`src/rtl/pipeline_hazard_ctrl_if.sv`:
```
`default_nettype none
// ============================================================================
//  Module      : pipeline_hazard_ctrl_if
//  Description : Hazard-unit bundle between the RV32I datapath and the
//                central pipeline controller. The datapath side (master)
//                reports hazard sources; the controller side (slave)
//                returns register enables, flushes and status counters.
//  Revision    : 1.0 - initial release
// ============================================================================
interface pipeline_hazard_ctrl_if #(
  parameter int CNT_W = 32
);
  // Hazard sources reported by the datapath
  logic [4:0]       rs1_de;
  logic [4:0]       rs2_de;
  logic             use_rs1_de;
  logic             use_rs2_de;
  logic [4:0]       rd_ex;
  logic             RuWr_ex;
  logic             load_ex;
  logic             NextPCSrc;
  logic             mem_busy;
  logic             halt_req;

  // Pipeline register controls and status
  logic             pc_en;
  logic             fd_en;
  logic             fd_flush;
  logic             dx_en;
  logic             dx_flush;
  logic             xm_en;
  logic             mw_en;
  logic             halted;
  logic [CNT_W-1:0] stall_cnt;
  logic [CNT_W-1:0] flush_cnt;

  // Datapath side
  modport master (
    output rs1_de, rs2_de, use_rs1_de, use_rs2_de, rd_ex, RuWr_ex, load_ex,
           NextPCSrc, mem_busy, halt_req,
    input  pc_en, fd_en, fd_flush, dx_en, dx_flush, xm_en, mw_en, halted,
           stall_cnt, flush_cnt
  );

  // Controller side
  modport slave (
    input  rs1_de, rs2_de, use_rs1_de, use_rs2_de, rd_ex, RuWr_ex, load_ex,
           NextPCSrc, mem_busy, halt_req,
    output pc_en, fd_en, fd_flush, dx_en, dx_flush, xm_en, mw_en, halted,
           stall_cnt, flush_cnt
  );
endinterface
`default_nettype wire

```
`src/rtl/pipeline_hazard_ctrl.sv`:
```
`default_nettype none
// ============================================================================
//  Module      : pipeline_hazard_ctrl
//  Description : Central stall/flush controller for the 5-stage RV32I core.
//                Resolves memory freezes, branch redirects and load-use
//                stalls, sequences halt/drain/resume, and keeps saturating
//                stall and redirect event counters.
//  Revision    : 1.0 - initial release
// ============================================================================
module pipeline_hazard_ctrl #(
  parameter int DRAIN_CYCLES = 4,
  parameter int CNT_W        = 32
) (
  input  logic                   clk,
  input  logic                   rst_n,
  pipeline_hazard_ctrl_if.slave  bus
);

  localparam int DW = (DRAIN_CYCLES < 2) ? 1 : $clog2(DRAIN_CYCLES + 1);
  localparam logic [DW-1:0]    c_drain_load = DW'(DRAIN_CYCLES);
  localparam logic [DW-1:0]    c_drain_one  = DW'(1);
  localparam logic [CNT_W-1:0] c_cnt_max    = {CNT_W{1'b1}};
  localparam logic [CNT_W-1:0] c_cnt_one    = CNT_W'(1);

  typedef enum logic [1:0] {
    ST_RUN    = 2'd0,
    ST_DRAIN  = 2'd1,
    ST_HALTED = 2'd2
  } state_t;

  state_t            r_state;
  logic [DW-1:0]     r_drain_cnt;
  logic [CNT_W-1:0]  r_stall_cnt;
  logic [CNT_W-1:0]  r_flush_cnt;

  logic              w_rs1_hit;
  logic              w_rs2_hit;
  logic              w_load_use;
  logic              w_freeze;
  logic              w_redirect;

  logic              w_pc_en;
  logic              w_fd_en;
  logic              w_fd_flush;
  logic              w_dx_en;
  logic              w_dx_flush;
  logic              w_xm_en;
  logic              w_mw_en;
  logic              w_halted;

  // A load writing x0 never creates a dependency, so rd_ex==0 is excluded.
  assign w_rs1_hit  = bus.use_rs1_de & (bus.rs1_de == bus.rd_ex);
  assign w_rs2_hit  = bus.use_rs2_de & (bus.rs2_de == bus.rd_ex);
  assign w_load_use = bus.load_ex & bus.RuWr_ex & (bus.rd_ex != 5'd0) &
                      (w_rs1_hit | w_rs2_hit);
  assign w_freeze   = bus.mem_busy;
  assign w_redirect = bus.NextPCSrc;

  // Strobe decode: freeze > redirect > load-use > normal; everything low in reset/halt.
  always_comb begin
    w_pc_en    = 1'b0;
    w_fd_en    = 1'b0;
    w_fd_flush = 1'b0;
    w_dx_en    = 1'b0;
    w_dx_flush = 1'b0;
    w_xm_en    = 1'b0;
    w_mw_en    = 1'b0;
    w_halted   = rst_n & (r_state == ST_HALTED);
    if (rst_n && !w_freeze && (r_state != ST_HALTED)) begin
      w_dx_en = 1'b1;
      w_xm_en = 1'b1;
      w_mw_en = 1'b1;
      if (w_redirect) begin
        // DE holds a wrong-path instruction, so any load-use on it is moot.
        w_pc_en    = 1'b1;
        w_fd_en    = 1'b1;
        w_fd_flush = 1'b1;
        w_dx_flush = 1'b1;
      end else if (w_load_use) begin
        w_dx_flush = 1'b1;
      end else if (r_state == ST_DRAIN) begin
        // PC holds so the flushed FE instruction is refetched on resume.
        w_fd_en    = 1'b1;
        w_fd_flush = 1'b1;
      end else begin
        w_pc_en = 1'b1;
        w_fd_en = 1'b1;
      end
    end
  end

  assign bus.pc_en     = w_pc_en;
  assign bus.fd_en     = w_fd_en;
  assign bus.fd_flush  = w_fd_flush;
  assign bus.dx_en     = w_dx_en;
  assign bus.dx_flush  = w_dx_flush;
  assign bus.xm_en     = w_xm_en;
  assign bus.mw_en     = w_mw_en;
  assign bus.halted    = w_halted;
  assign bus.stall_cnt = r_stall_cnt;
  assign bus.flush_cnt = r_flush_cnt;

  // Halt/drain sequencing and saturating event counters; frozen while mem_busy.
  always_ff @(posedge clk or negedge rst_n) begin
    if (!rst_n) begin
      r_state     <= ST_RUN;
      r_drain_cnt <= '0;
      r_stall_cnt <= '0;
      r_flush_cnt <= '0;
    end else if (!w_freeze) begin
      case (r_state)
        ST_RUN: begin
          if (w_redirect) begin
            if (r_flush_cnt != c_cnt_max) r_flush_cnt <= r_flush_cnt + c_cnt_one;
          end else if (w_load_use) begin
            if (r_stall_cnt != c_cnt_max) r_stall_cnt <= r_stall_cnt + c_cnt_one;
          end
          if (bus.halt_req) begin
            r_state     <= ST_DRAIN;
            r_drain_cnt <= c_drain_load;
          end
        end
        ST_DRAIN: begin
          if (w_redirect) begin
            // Fresh wrong-path work was squashed; the tail must drain again.
            if (r_flush_cnt != c_cnt_max) r_flush_cnt <= r_flush_cnt + c_cnt_one;
            r_drain_cnt <= c_drain_load;
          end else if (w_load_use) begin
            if (r_stall_cnt != c_cnt_max) r_stall_cnt <= r_stall_cnt + c_cnt_one;
          end else if (r_drain_cnt == c_drain_one) begin
            r_state     <= ST_HALTED;
            r_drain_cnt <= '0;
          end else begin
            r_drain_cnt <= r_drain_cnt - c_drain_one;
          end
        end
        ST_HALTED: begin
          if (!bus.halt_req) r_state <= ST_RUN;
        end
        default: begin
          r_state     <= ST_RUN;
          r_drain_cnt <= '0;
        end
      endcase
    end
  end

endmodule
`default_nettype wire

```
`src/flat_wrapper.sv`:
```
// flat-port wrapper written by rule: the top's interface ports become plain ports
module pipeline_hazard_ctrl_flat 
#(
  parameter int DRAIN_CYCLES = 4,
  parameter int CNT_W        = 32
)
  (clk, rst_n, bus_rs1_de, bus_rs2_de, bus_use_rs1_de, bus_use_rs2_de, bus_rd_ex, bus_RuWr_ex, bus_load_ex, bus_NextPCSrc, bus_mem_busy, bus_halt_req, bus_pc_en, bus_fd_en, bus_fd_flush, bus_dx_en, bus_dx_flush, bus_xm_en, bus_mw_en, bus_halted, bus_stall_cnt, bus_flush_cnt);
  pipeline_hazard_ctrl_if #(.CNT_W(CNT_W)) bus_i ();
  input  logic clk;
  input  logic rst_n;
  input wire logic [$bits(bus_i.rs1_de)-1:0] bus_rs1_de;
  input wire logic [$bits(bus_i.rs2_de)-1:0] bus_rs2_de;
  input wire logic [$bits(bus_i.use_rs1_de)-1:0] bus_use_rs1_de;
  input wire logic [$bits(bus_i.use_rs2_de)-1:0] bus_use_rs2_de;
  input wire logic [$bits(bus_i.rd_ex)-1:0] bus_rd_ex;
  input wire logic [$bits(bus_i.RuWr_ex)-1:0] bus_RuWr_ex;
  input wire logic [$bits(bus_i.load_ex)-1:0] bus_load_ex;
  input wire logic [$bits(bus_i.NextPCSrc)-1:0] bus_NextPCSrc;
  input wire logic [$bits(bus_i.mem_busy)-1:0] bus_mem_busy;
  input wire logic [$bits(bus_i.halt_req)-1:0] bus_halt_req;
  output wire logic [$bits(bus_i.pc_en)-1:0] bus_pc_en;
  output wire logic [$bits(bus_i.fd_en)-1:0] bus_fd_en;
  output wire logic [$bits(bus_i.fd_flush)-1:0] bus_fd_flush;
  output wire logic [$bits(bus_i.dx_en)-1:0] bus_dx_en;
  output wire logic [$bits(bus_i.dx_flush)-1:0] bus_dx_flush;
  output wire logic [$bits(bus_i.xm_en)-1:0] bus_xm_en;
  output wire logic [$bits(bus_i.mw_en)-1:0] bus_mw_en;
  output wire logic [$bits(bus_i.halted)-1:0] bus_halted;
  output wire logic [$bits(bus_i.stall_cnt)-1:0] bus_stall_cnt;
  output wire logic [$bits(bus_i.flush_cnt)-1:0] bus_flush_cnt;
  assign bus_i.rs1_de = bus_rs1_de;
  assign bus_i.rs2_de = bus_rs2_de;
  assign bus_i.use_rs1_de = bus_use_rs1_de;
  assign bus_i.use_rs2_de = bus_use_rs2_de;
  assign bus_i.rd_ex = bus_rd_ex;
  assign bus_i.RuWr_ex = bus_RuWr_ex;
  assign bus_i.load_ex = bus_load_ex;
  assign bus_i.NextPCSrc = bus_NextPCSrc;
  assign bus_i.mem_busy = bus_mem_busy;
  assign bus_i.halt_req = bus_halt_req;
  assign bus_pc_en = bus_i.pc_en;
  assign bus_fd_en = bus_i.fd_en;
  assign bus_fd_flush = bus_i.fd_flush;
  assign bus_dx_en = bus_i.dx_en;
  assign bus_dx_flush = bus_i.dx_flush;
  assign bus_xm_en = bus_i.xm_en;
  assign bus_mw_en = bus_i.mw_en;
  assign bus_halted = bus_i.halted;
  assign bus_stall_cnt = bus_i.stall_cnt;
  assign bus_flush_cnt = bus_i.flush_cnt;
  pipeline_hazard_ctrl #(.DRAIN_CYCLES(DRAIN_CYCLES), .CNT_W(CNT_W)) u_core (.clk(clk), .rst_n(rst_n), .bus(bus_i));
endmodule
```
`config.mk`:
```
export PLATFORM = sky130hd
export DESIGN_NAME = pipeline_hazard_ctrl_flat
export DESIGN_NICKNAME = d
export VERILOG_FILES = /design/src/rtl/pipeline_hazard_ctrl_if.sv /design/src/rtl/pipeline_hazard_ctrl.sv /design/src/flat_wrapper.sv
export SDC_FILE = /design/constraint.sdc
export NUM_CORES = 1
export LEC_CHECK = 0
export BUFFER_PORTS_ARGS = -buffer_cell sky130_fd_sc_hd__buf_2
export CORE_ASPECT_RATIO = 1.1
export CORE_MARGIN = 2
export CORE_UTILIZATION = 45
export DETAILED_ROUTE_END_ITERATION = 12
export GPL_ROUTABILITY_DRIVEN = 0
export PLACE_DENSITY_LB_ADDON = 0.08
export RECOVER_POWER = 100
export SLEW_MARGIN = 5
export SYNTH_ARGS = -nofsm -noshare
export SYNTH_HDL_FRONTEND = slang
export SYNTH_SLANG_ARGS = --single-unit
```
`constraint.sdc`:
```
create_clock -name clk -period 2.4 [get_ports clk]
set_clock_uncertainty 0.15 [all_clocks]
set_input_delay 0.12 -clock clk [delete_from_list [all_inputs] [get_ports clk]]
set_output_delay 0.12 -clock clk [all_outputs]
set_load 0.02 [all_outputs]
```
==> results_dict.tcl, run 1 <==
set metrics [dict create \
    reg2reg_from "u_core.bus.stall_cnt[5]" \
    drive_above_1_share_pct 23.98 \
    drc 0 \
    diodes 0 \
    r2r_end "u_core.bus.stall_cnt[1]" \
    synth_area_um2 3625 \
    grt_max_degree 70 \
    drt_wl_total_um 7798 \
    critPathLaunchType "register" \
    synth_cells 330 \
    vias 2857 \
    io_pins 96 \
    root_buffer "clkbuf_8" \
    wl_per_cell_um 14.18 \
    cts_tree "built" \
    p_leak_uw 0.002054 \
    avgSynthCellArea_um2 10.98 \
    fmax_ghz 0.4426 \
    die_y_um 98.13 \
    period_minus_slack_ns 2.260 \
    insertion_delay_ns 0.34 \
    irDropWorstVdd_mv 0.3067 \
    hpwl_um 5756 \
    cts.path.max_buffers 2 \
    detail_route.iter0.violations 85 \
    final-max-slew-violation-count 0 \
    status "finished, final reports clean" \
    path_class "register to register" \
    r2r_cells 5 \
    start_util_pct 46.06 \
    hold_depth 4 \
    ys_ff_latch 69 \
    grt_overflow_total 0 \
    drv_cap 0 \
    antenna_found_initial 0 \
    synth_edf_count 0 \
    fin_cells 550 \
    grt_pass1_wl_um 13020 \
    numCtsBuffers 9 \
    yosys_warnings 0 \
    cp-end-kind "register" \
    min-delay-start "bus_NextPCSrc" \
    worstHoldPathType "input pin to register" \
    grtUsageMet1_pct 24.63 \
    routed_via_density 5.195 \
    holdPathEnd "u_core.r_drain_cnt[1]" \
    die_area_um2 8790 \
    ctsHtreeMaxLevel 3 \
    hold_viol_final 0 \
    cts.sink_count 69 \
    setup_tns_ns 0 \
    critPathArrivalTime_ns 2.33 \
    first_pass_iters 4 \
    num_rows 34 \
    synth_fp_nets 358 \
    grt_pass1_vias 2718 \
    cp_max_fo 16 \
    synthArstFlopShare_pct 100.0 \
    grtUsageTotal_pct 18.73 \
    worstMarginPinSlew_ns 0.8675 \
    synth_top_flop_cell "dfrtp_1" \
    drtAntennaViolNets 0 \
    cellPowerDensity_nw_per_um2 609.2 \
    grt_use_met2_pct 29.69 \
    top_usage_layer "met2" \
    die_width_um 89.57 \
    finalSetupViolations 0 \
    period_share_pct 94.15 \
    io_buffer_count 95 \
    dp_cells 533 \
    synthToLayoutAreaGrowth_pct 22.58 \
    ys_types 54 \
    required_ns 2.47 \
    cts.reportedPaths.clkPinSlew_ns 0.08 \
    fin_nets 465 \
    n_fill_cell 732 \
    rsz0062_at_grt "true" \
    r2r_setup_slack_ns 0.14 \
    use_met3_pct 5.495 \
    worst_hold_slack_ns 0.02119 \
    core-area_um2 7870 \
    post_cts.repair.setup_buffers 0 \
    slew_headroom_pct 42.16 \
    total_power_uw 2707 \
    yosysSeqAreaShare_pct 47.64 \
]
[worst max-delay path by stage]
stage | start | endpoint | slack (ns) | depth (start not counted)
after global routing | u_core.bus.stall_cnt[0] | u_core.bus.stall_cnt[16] | -0.02 | 6
after CTS | u_core.bus.stall_cnt[5] | u_core.bus.stall_cnt[28] | 0.07 | 6
after global placement | u_core.bus.stall_cnt[5] | u_core.bus.stall_cnt[28] | 0.01 | 6
after floorplan | bus_rd_ex[1] | bus_pc_en | 0.05 | 5
after detailed placement | u_core.bus.stall_cnt[5] | u_core.bus.stall_cnt[28] | 0.008 | 6
final | u_core.bus.stall_cnt[5] | u_core.bus.stall_cnt[1] | 0.14 | 5
[stage by stage]
| stage | setup WS, ns | utilization [%] | cell area, um2 |
|---|---|---|---|
| after floorplan | 0.05033 | - | 3625 |
| after global placement | 0.01414 | 53.85 | 4238 |
| after detailed placement | 0.008243 | 53.85 | 4238 |
| after CTS | 0.07466 | 56.41 | 4439 |
| after global routing | -0.02099 | 56.45 | 4443 |
| final | 0.1405 | 56.45 | 4443 |
[timing repair]
action                                 in CTS  in global routing
pin swaps                                   0                  1
setup endpoints to repair                   1                 25
resized for setup                           1                  7
cloned                                      0                  0
endpoints found under the hold margin      69                  0
hold buffers                                1                  0
[flip-flops by register name, summed over array words and instances, names as in the netlist]
register and count:
u_core.bus.flush_cnt 32, u_core.bus.stall_cnt 32, u_core.r_drain_cnt 3, u_core.r_state 2
[power breakdown]
| part | switching (uW) | leakage, uW | internal [uW] |
|---|---|---|---|
| registers | 105 | 0.000943 | 1240 |
| clock network | 453 | 0.0000917 | 432 |
| logic | 275 | 0.00102 | 197 |
| total | 834 | 0.00205 | 1870 |
[kinds of logic (layout without fill, tap and decap cells)]
group	after synthesis	count (layout)	share of synthesized area [%]
AOI/OAI and AO/OA	24	24	6.352
xor gates and xnor gates	73	73	17.64
adders and majority gates	4	4	1.381
buffers and inverters	16	128	2.416
DFF	69	69	47.64
muxes	3	3	0.9319
and+or+nand+nor	141	141	23.65
[layer usage]
metal / part of all wire (%) / up-vias
li1: - / 1392
met1: 42 / 1396
met3: 5.3 / 6
met4: 0.95 / 0
met2: 51 / 63
met5: 0 / -
[Yosys cell counts (5+ instances only)]
master / number / area share, %
dfrtp_1: 69 / 48
xnor2_1: 51 / 12
nand2_1: 26 / 2.7
nand4_1: 24 / 4.1
nand3_1: 23 / 3.2
xor2_1: 22 / 5.3
nor2_1: 11 / 1.1
and2_1: 8 / 1.4
inv_1: 8 / 0.83
and3_1: 7 / 1.2
nor3_1: 7 / 0.97
and4_1: 5 / 1.2
[layout make-up]
type / instances / area, um2 / share of cell area (%)
clock buffer: 11 / 151.4 / 3.407
timing repair buffer: 104 / 504.2 / 11.35
inverter: 8 / 30.03 / 0.6759
multi-input combinational: 245 / 1861 / 41.88
clock inverter: 5 / 33.78 / 0.7603
sequential: 69 / 1728 / 38.89
tap: 108 / 135.1 / 3.041
[layout by cell type (no fill, tap or decap), drive strengths merged, types with 3 or more instances in the layout]
master  instances
xnor2          51
nor3            7
and4            7
ha              4
a21boi          4
inv             9
nor4            7
buf            70
xor2           22
nor3b           4
nand2b          4
nor2           11
nor2b           3
clkbuf         44
nand3          23
nand4          26
a21oi           4
and3            7
and2           10
dfrtp          69
nand2          26
mux2            3
[critical path: stages (launching register included)]
cell and delay [ns]:
dfrtp_2 0.45, and4_1 0.27, nand4_4 0.16, nor3_1 0.11, a211oi_4 0.63, mux2_1 0.38
Note: power is estimated with default switching activity, not from simulation.
==> run 2: changes to the inputs <==
--- a/config.mk
+++ b/config.mk
@@ -5,11 +5,11 @@
 export SDC_FILE = /design/constraint.sdc
 export NUM_CORES = 1
 export LEC_CHECK = 0
-export BUFFER_PORTS_ARGS = -buffer_cell sky130_fd_sc_hd__buf_2
 export CORE_ASPECT_RATIO = 1.1
 export CORE_MARGIN = 2
 export CORE_UTILIZATION = 45
 export DETAILED_ROUTE_END_ITERATION = 12
+export DONT_BUFFER_PORTS = 1
 export GPL_ROUTABILITY_DRIVEN = 0
 export PLACE_DENSITY_LB_ADDON = 0.08
 export RECOVER_POWER = 100
==> results_dict.tcl, run 2 (same netlist as run 1, synthesis figures left out) <==
set metrics [dict create \
    numCtsBuffers 9 \
    cts.sink_count 69 \
    dp_cells 495 \
    grt_overflow_total 0 \
    detail_route.iter0.violations 75 \
    rsz0062_at_grt "false" \
    r2r_setup_slack_ns 0.20 \
    met1_length_um 3329 \
    cellPowerDensity_nw_per_um2 713.7 \
    p_leak_uw 0.001777 \
    first_pass_iters 6 \
    worstHoldPathType "input pin to register" \
    cp-end-kind "register" \
    cp_max_fo 9 \
    vias 2738 \
    post_cts.repair.setup_buffers 0 \
    path_class "input pin to register" \
    cts_tree "built" \
    die_area_um2 8790 \
    cts_resized 0 \
    setup_tns_ns 0 \
    layout_common_cells "dfrtp_1, clkbuf_1, xnor2_1" \
    insertion_delay_ns 0.34 \
    drv_cap 1 \
    grt_pass1_wl_um 13460 \
    fin_nets 431 \
    critPathMaxStageDelay_ns 0.63 \
    hpwl_um 5915 \
    cp_cell_sequence "dlygate4sd3_1 -> nor3b_2 -> clkbuf_1 -> a21boi_1 -> mux2_2" \
    status "complete, but fails checks" \
    critPathArrivalTime_ns 2.31 \
    ctsHtreeMaxLevel 3 \
    met2_length_um 4157 \
    hold_viol_final 0 \
    fin_cells 515 \
    fmax_ghz 0.4477 \
    n_fill_cell 762 \
    critPathLaunchType "input pin" \
    die_y_um 98.13 \
    core-area_um2 7870 \
    final-max-slew-violation-count 70 \
    finalSetupViolations 0 \
    grt_max_degree 70 \
    slew_headroom_pct -12.04 \
    antenna_found_initial 0 \
    drtAntennaViolNets 0 \
    root_buffer "clkbuf_8" \
    start_util_pct 46.06 \
    final_common_cell "dfrtp_1" \
    synthToLayoutAreaGrowth_pct 17.47 \
    diodes 0 \
    required_ns 2.48 \
    grtUsageTotal_pct 19.60 \
    holdBufCountCts 5 \
    drc 0 \
    grt_pass1_vias 2926 \
    die_width_um 89.57 \
    period_minus_slack_ns 2.234 \
    top_layer "met4" \
    drive_above_1_share_pct 9.091 \
    worst_hold_slack_ns 0.1239 \
    routed_via_density 5.317 \
    cp_slowest_cell "dlygate4sd3_1" \
    worstMarginPinSlew_ns 1.681 \
    io_buffer_count 0 \
    routed-wl-met3_um 500 \
    drt_wl_total_um 8095 \
    cts.path.max_buffers 2 \
    io_pins 96 \
    violations "capacitance limit, slew limit" \
    period_share_pct 93.07 \
    num_rows 34 \
    cts.reportedPaths.clkPinSlew_ns 0.08 \
    irDropWorstVdd_mv 0.3348 \
    wl_per_cell_um 15.72 \
]
[run 2: power breakdown]
part | total [uW] | switching, uW | internal (uW)
registers | 1320 | 71.5 | 1240
clock network | 1250 | 455 | 792
logic | 477 | 299 | 178
total | 3040 | 825 | 2210
[run 2: worst paths after layout]
check,from,to,cells after the start
setup / recovery,bus_NextPCSrc,u_core.bus.flush_cnt[1],5
hold / removal,bus_halt_req,u_core.r_drain_cnt[1],3
setup reg to reg,u_core.bus.flush_cnt[0],u_core.bus.flush_cnt[29],5
hold reg to reg,u_core.r_drain_cnt[1],u_core.r_drain_cnt[1],1
max in group asynchronous,rst_n,u_core.r_drain_cnt[0],2
min in group asynchronous,rst_n,u_core.bus.flush_cnt[8],2
[run 2: metal layers]
layer / track usage, % / vias up
met2: 33.14 / 56
met4: 8.037 / 0
met3: 6.509 / 9
met5: 0 / -
li1: - / 1320
met1: 22.23 / 1353
[run 2: worst max-delay path, delay by kind of cell]
kind | cells | cell delay, ns
multiplexers | 1 | 0.41
AO/OA/AOI/OAI | 1 | 0.61
AND/OR/NAND/NOR | 1 | 0.34
buffers and inverters | 2 | 0.82
[run 2: final cells by class]
| cell class | instances | area (um2) | share of cell area (%) |
|---|---|---|---|
| Multi-Input combinational cell | 245 | 1790 | 42.05 |
| Sequential cell | 69 | 1727 | 40.55 |
| Timing Repair Buffer | 70 | 315.3 | 7.405 |
| Clock inverter | 6 | 136.4 | 3.203 |
| Tap cell | 108 | 135.1 | 3.174 |
| Clock buffer | 9 | 123.9 | 2.909 |
| Inverter | 8 | 30.03 | 0.7053 |
[run 2: stage by stage]
step	util [%]	power [uW]	cell area, um2	worst slack, ns
2_1_floorplan	-	1685	3625	0.05033
3_3_place_gp	53.24	1826	4190	0.2321
3_5_place_dp	53.24	1835	4190	0.2125
4_1_cts	57.41	3123	4518	0.2055
5_1_grt	54.10	3187	4258	0.03546
6_report	54.10	3039	4258	0.1663
